<file path="config.mk">
export PLATFORM = sky130hd
export DESIGN_NAME = bft_config_loader
export DESIGN_NICKNAME = d
export VERILOG_FILES = /design/src/rtl/bft_config_loader.sv
export SDC_FILE = /design/constraint.sdc
export NUM_CORES = 2
export LEC_CHECK = 0
export CAP_MARGIN = 10
export CORE_ASPECT_RATIO = 0.5
export CORE_MARGIN = 5
export CORE_UTILIZATION = 35
export DETAILED_ROUTE_END_ITERATION = 10
export GPL_TIMING_DRIVEN = 0
export HOLD_SLACK_MARGIN = 0.06
export PLACE_DENSITY_LB_ADDON = 0.15
export RECOVER_POWER = 100
export SLEW_MARGIN = 5
export SYNTH_ARGS = -nofsm -noshare
export SYNTH_HDL_FRONTEND = slang
export SYNTH_SLANG_ARGS = --single-unit
</file>
<file path="constraint.sdc">
create_clock -name clk_bft -period 10.48 [get_ports clk_bft]
set_input_delay 1.048 -clock clk_bft [delete_from_list [all_inputs] [get_ports clk_bft]]
set_output_delay 1.048 -clock clk_bft [all_outputs]
set_load 0.01 [all_outputs]
</file>
<file path="src/rtl/bft_config_loader.sv">
`default_nettype none
// ============================================================================
//  Module   : bft_config_loader
//  Purpose  : Replays a stored list of BFT routing-configuration packets into
//             a leaf input port, waits a settle interval after the last
//             accepted packet, then pulses ap_start to the operator graph.
//  Revision : 1.0 - initial release
//
//  Optional feature macro: CFG_CHECKSUM_EN
//      defined   -> cfg_checksum XOR-accumulates every transferred payload
//      undefined -> cfg_checksum is tied to 0, no accumulator is built
//
//  Ports
//      clk_bft      in   1            sole clock, rising edge
//      reset_n      in   1            synchronous active-low reset
//      tbl_we       in   1            table write strobe (honoured only in IDLE)
//      tbl_addr     in   ADDR_W       table write address
//      tbl_wdata    in   PAYLOAD_W    table write payload
//      num_pkts     in   ADDR_W+1     entries to send, sampled at cfg_start
//      cfg_start    in   1            start request (acted on only in IDLE)
//      leaf_out     out  PAYLOAD_W+1  {valid, payload} towards the leaf
//      leaf_ready   in   1            leaf accepts leaf_out this cycle
//      ap_start     out  1            operator-graph start
//      busy         out  1            high in every state except IDLE
//      cfg_done     out  1            one-cycle pulse on return to IDLE
//      tbl_wr_err   out  1            sticky: table write attempted while busy
//      cfg_checksum out  PAYLOAD_W    XOR of transferred payloads
// ============================================================================
module bft_config_loader #(
    parameter int PAYLOAD_W  = 48,
    parameter int ADDR_W     = 6,
    parameter int SETTLE_CYC = 16,
    parameter int START_CYC  = 10
) (
    input  logic                 clk_bft,
    input  logic                 reset_n,
    input  logic                 tbl_we,
    input  logic [ADDR_W-1:0]    tbl_addr,
    input  logic [PAYLOAD_W-1:0] tbl_wdata,
    input  logic [ADDR_W:0]      num_pkts,
    input  logic                 cfg_start,
    output logic [PAYLOAD_W:0]   leaf_out,
    input  logic                 leaf_ready,
    output logic                 ap_start,
    output logic                 busy,
    output logic                 cfg_done,
    output logic                 tbl_wr_err,
    output logic [PAYLOAD_W-1:0] cfg_checksum
);

    // ------------------------------------------------------------------------
    // Constants
    // ------------------------------------------------------------------------
    localparam logic [2:0] S_IDLE   = 3'd0;
    localparam logic [2:0] S_FETCH  = 3'd1;
    localparam logic [2:0] S_SEND   = 3'd2;
    localparam logic [2:0] S_SETTLE = 3'd3;
    localparam logic [2:0] S_START  = 3'd4;
    localparam logic [2:0] S_DONE   = 3'd5;

    localparam int DEPTH   = 2 ** ADDR_W;
    localparam int TMR_MAX = (SETTLE_CYC > START_CYC) ? SETTLE_CYC : START_CYC;
    localparam int TMR_W   = $clog2(TMR_MAX + 1);

    localparam logic [ADDR_W:0]  MAX_PKTS = (ADDR_W + 1)'(DEPTH);
    localparam logic [ADDR_W:0]  ONE_PKT  = (ADDR_W + 1)'(1);
    localparam logic [ADDR_W:0]  NO_PKTS  = '0;
    // The settle timer runs from 0 up to SETTLE_CYC inclusive: ap_start then
    // rises SETTLE_CYC+1 edges after the last transfer (or after the start
    // edge for an empty list), leaving SETTLE_CYC fully idle cycles on the leaf.
    localparam logic [TMR_W-1:0] SETTLE_LAST = TMR_W'(SETTLE_CYC);
    localparam logic [TMR_W-1:0] START_LAST  = TMR_W'(START_CYC - 1);

    // ------------------------------------------------------------------------
    // State
    // ------------------------------------------------------------------------
    logic [2:0]           r_state;
    logic [ADDR_W:0]      r_cnt;      // transfers still owed to the leaf
    logic [ADDR_W:0]      r_rd_idx;   // next table entry to read
    logic [PAYLOAD_W:0]   r_leaf;     // registered leaf word
    logic [TMR_W-1:0]     r_timer;
    logic                 r_wr_err;
    logic [PAYLOAD_W-1:0] r_rdata;    // table read register (one entry ahead)
    logic [PAYLOAD_W-1:0] mem [DEPTH];

    // ------------------------------------------------------------------------
    // Combinational control
    // ------------------------------------------------------------------------
    logic            w_idle;
    logic            w_launch;
    logic            w_xfer;
    logic            w_load;
    logic            w_rd_en;
    logic            w_tbl_wr;
    logic [ADDR_W:0] w_clamped;

    assign w_idle    = (r_state == S_IDLE);
    assign w_launch  = w_idle && cfg_start;
    assign w_xfer    = (r_state == S_SEND) && r_leaf[PAYLOAD_W] && leaf_ready;
    // The leaf register is (re)loaded from the read register on the first SEND
    // cycle and on every transfer except the last one of the run.
    assign w_load    = (r_state == S_SEND) &&
                       (!r_leaf[PAYLOAD_W] || (w_xfer && (r_cnt != ONE_PKT)));
    // Reads stop once the pointer passes the end of the table, so the index
    // never wraps back to entry 0 inside a run.
    assign w_rd_en   = reset_n && ((r_state == S_FETCH) || w_load) && !r_rd_idx[ADDR_W];
    assign w_tbl_wr  = reset_n && w_idle && tbl_we;
    assign w_clamped = (num_pkts > MAX_PKTS) ? MAX_PKTS : num_pkts;

    // ------------------------------------------------------------------------
    // Table RAM: synchronous write in IDLE, synchronous read while sending.
    // Contents are deliberately not reset.
    // ------------------------------------------------------------------------
    always_ff @(posedge clk_bft) begin
        if (w_tbl_wr) begin
            mem[tbl_addr] <= tbl_wdata;
        end
        if (w_rd_en) begin
            r_rdata <= mem[r_rd_idx[ADDR_W-1:0]];
        end
    end

    // ------------------------------------------------------------------------
    // Sequencer
    // ------------------------------------------------------------------------
    always_ff @(posedge clk_bft) begin
        if (!reset_n) begin
            r_state  <= S_IDLE;
            r_cnt    <= '0;
            r_rd_idx <= '0;
            r_leaf   <= '0;
            r_timer  <= '0;
        end else begin
            case (r_state)
                S_IDLE: begin
                    if (cfg_start) begin
                        r_cnt    <= w_clamped;
                        r_rd_idx <= '0;
                        r_timer  <= '0;
                        r_state  <= (w_clamped == NO_PKTS) ? S_SETTLE : S_FETCH;
                    end
                end

                S_FETCH: begin
                    r_state <= S_SEND;
                end

                S_SEND: begin
                    if (!r_leaf[PAYLOAD_W]) begin
                        r_leaf <= {1'b1, r_rdata};
                    end else if (leaf_ready) begin
                        r_cnt <= r_cnt - 1'b1;
                        if (r_cnt == ONE_PKT) begin
                            r_leaf  <= '0;
                            r_timer <= '0;
                            r_state <= S_SETTLE;
                        end else begin
                            r_leaf <= {1'b1, r_rdata};
                        end
                    end
                end

                S_SETTLE: begin
                    if (r_timer == SETTLE_LAST) begin
                        r_timer <= '0;
                        r_state <= S_START;
                    end else begin
                        r_timer <= r_timer + 1'b1;
                    end
                end

                S_START: begin
                    if (r_timer == START_LAST) begin
                        r_timer <= '0;
                        r_state <= S_DONE;
                    end else begin
                        r_timer <= r_timer + 1'b1;
                    end
                end

                S_DONE: begin
                    r_state <= S_IDLE;
                end

                default: begin
                    r_state <= S_IDLE;
                end
            endcase

            // Read pointer advances with every issued read (prefetch).
            if (w_rd_en) begin
                r_rd_idx <= r_rd_idx + 1'b1;
            end
        end
    end

    // ------------------------------------------------------------------------
    // Sticky write-while-busy error
    // ------------------------------------------------------------------------
    always_ff @(posedge clk_bft) begin
        if (!reset_n) begin
            r_wr_err <= 1'b0;
        end else if (w_launch) begin
            r_wr_err <= 1'b0;
        end else if (tbl_we && !w_idle) begin
            r_wr_err <= 1'b1;
        end
    end

    // ------------------------------------------------------------------------
    // Optional payload checksum
    // ------------------------------------------------------------------------
`ifdef CFG_CHECKSUM_EN
    logic [PAYLOAD_W-1:0] r_csum;

    always_ff @(posedge clk_bft) begin
        if (!reset_n) begin
            r_csum <= '0;
        end else if (w_launch) begin
            r_csum <= '0;
        end else if (w_xfer) begin
            r_csum <= r_csum ^ r_leaf[PAYLOAD_W-1:0];
        end
    end

    assign cfg_checksum = r_csum;
`else
    assign cfg_checksum = '0;
`endif

    // ------------------------------------------------------------------------
    // Outputs
    // ------------------------------------------------------------------------
    assign leaf_out   = r_leaf;
    assign ap_start   = (r_state == S_START);
    assign busy       = !w_idle;
    assign cfg_done   = (r_state == S_DONE);
    assign tbl_wr_err = r_wr_err;

endmodule
`default_nettype wire

</file>
==> results.toml <==
[outcome]
status = "finished, violations left"
violations = "capacitance limit, slew limit"

[global_route]
antenna_found_initial = 50
grt_pass1_wl_um = 553000
grt_pass1_vias = 61967
grt_overflow = 0
grt_max_degree = 57
grt.total_usage_pct = 22.6

[synth]
ys.flop_type = "edfxtp_1"
synth_edf_count = 3120
synth.top_cell.area_share_pct = 76.8
avgSynthCellArea_um2 = 22.7
synthTopCellsByCount = "3,120 x edfxtp_1, 850 x mux4_2, 167 x nand2_1, 139 x nor2_1, 125 x clkbuf_1"
yosysSeqAreaShare_pct = 78.0
ys_types = 50
yosysMostFrequentCell = "edfxtp_1"
syn_area_um2 = 122000
synthCells = 5368
synth_top_area_cell = "edfxtp_1"
yosys_warnings = 0
postSynth.asyncResetShare_pct = 0
synth_seq_cells = 3192
synth_area_leaders = "edfxtp_1 77%, mux4_2 16%, dfxtp_1 1.2%, buf_4 0.58%, mux2i_1 0.58%"

[floorplan]
ios = 167
dieArea_um2 = 361000
start_util_pct = 35.1
core_region_area_um2 = 347000
die_x_um = 845
core.rowCount = 153
die_h_um = 428

[final_layout]
fin_cells = 10991
area_growth_syn_to_layout_pct = 14.6
n_fill_cell = 30665
nNetsFinal = 6154
multiInputGateArea_um2 = 25200
fin_area_um2 = 140000
layout-drive-gt1-share_pct = 24.3
regArea_um2 = 95100
final_util_pct = 40.3

[clock_tree]
cts_resized = 0
cts_tree = "done"
cts_setup_buffers = 0
clkTransAtPathRegs_ns = 0.07
cts_buffers = 308
cts_sinks = 3192
ctsRootBufferMaster = "clkbuf_16"
clockBufferDepth = 4
ctsHoldBuffers = 0
clock_latency_ns = 0.90
htree_levels = 5

[routing]
wirelength_um = 415000
vias_per_cell = 5.71
firstDrtPassIters = 6
wl_per_cell_um = 37.8
drc = 0
final_antenna_net_count = 0
drt_iter0_drc = 8910
dr_total_vias = 62770

[job]
max_cap_viol_count = 235

[worst_setup_path]
crit_path_end_kind = "register"
reg2reg_slack_ns = 3.02
required_ns = 10.97
worst-r2r-cell-count = 8
critPathMaxFanout = 14
crit_type = "reg -> reg"
cp.arrival_ns = 7.95
start_kind = "register"

[timing]
finalCriticalPeriod_ns = 7.46
worst_slew_pin_slew_ns = 2.93
fin_setup_tns_ns = 0
skew_ns = 0.0480
slew_violations = 4890
slew_headroom_pct = -95.5
final-hold-violation-count = 0
final-setup-viol-count = 0
fmax_mhz = 134
fin_crit_sh_pct = 71.2
rsz0062_at_grt = "no"

[power]
powerDensity_nw_per_um2 = 219
irDropWorstVdd_mv = 0.113
power.total_mw = 30.7
power_leakage_nw = 41.8

[placement]
dpl_cell_area_um2 = 135000
portBuffers = 115
placedCellCount = 10420
place_congestion = 0.825
dp_hpwl_um = 293000

[min_path]
hold_class = "reg -> reg"
min_path_cells = 2
-- cell type report --
class | count | share of cell area (%)
sequential | 3192 | 68.0
multi-input combinational | 1873 | 18.0
clock buffer | 390 | 6.03
tap | 4650 | 4.16
timing repair buffer | 357 | 1.35
buffer | 341 | 1.33
clock inverter | 157 | 1.06
antenna | 22 | 0.0394
inverter | 9 | 0.0241
-- metrics by stage --
| stage | worst slack [ns] | hold WS [ns] |
|---|---|---|
| 2_1_floorplan | 6.11 | 0.445 |
| 3_3_place_gp | 0.529 | 0.469 |
| 3_5_place_dp | 4.95 | 0.463 |
| 4_1_cts | 4.91 | 0.424 |
| 5_1_grt | 2.71 | 0.493 |
| 6_report | 3.02 | 0.465 |
-- state kept, by name, indices dropped and copies added (netlist names) --
signal and cells:
r_cnt 7, r_rd_idx 7, r_rdata 48, tbl_wr_err 1, r_state 3, mem 3072
leaf_out 49, r_timer 5
-- critical path: stages, from the launching register on --
cell and delay [ns]:
dfxtp_1 0.34, clkbuf_1 0.25, or3_1 0.75, nor3_1 0.52, nand2_1 0.35, nor2_1 1.73, clkbuf_1 1.01, clkbuf_1 1.23
clkbuf_1 0.82
-- cell families (layout without fill, tap and decap cells) --
kind of cell             after synthesis  count (layout)  synth area share (%)
AO/OA/AOI/OAI                        378             378                  2.01
adder cells (fa/ha/maj)                6               6                0.0615
AND/OR/NAND/NOR                      478             478                  1.77
other                                  1              70               0.00307
XOR/XNOR                               4               4                0.0287
flip-flops                          3192            3192                  78.0
buffers and inverters                350            1254                  1.54
multiplexers                         959             959                  16.6
-- layer usage --
layer  track usage [%]  vias up  share of wire (%)
li1                  -    24082                  -
met1              32.8    34354                 42
met2              34.4     3586                 44
met3              4.94      740                 10
met4              6.86        8                3.9
met5                 0        -              0.013
-- worst paths after layout --
path | start | to
setup reg to reg | r_state[0] | mem[26][45]
hold reg to reg | leaf_out[4] | leaf_out[4]
setup / recovery | r_state[0] | mem[26][45]
hold / removal | leaf_out[4] | leaf_out[4]
-- layout by cell type, fill, tap and decap left out, drive strengths merged, types with 38 or more instances in the layout --
cell type    count
edfxtp        3120
mux4           850
clkbuf         804
buf            217
nand2          167
nor2           139
clkinv         110
a21oi          101
dfxtp           72
mux2i           71
nor2b           67
o22ai           54
dlygate4sd3     54
a211oi          53
a22oi           53
a21boi          49
conb            48
nand3           38
mux2            38
-- power breakdown --
group / internal, mW / switching [mW]
registers: 14.2 / 0.0824
clock network: 6.37 / 4.87
logic: 2.16 / 2.99
Note: power is estimated with default switching activity, not from simulation.
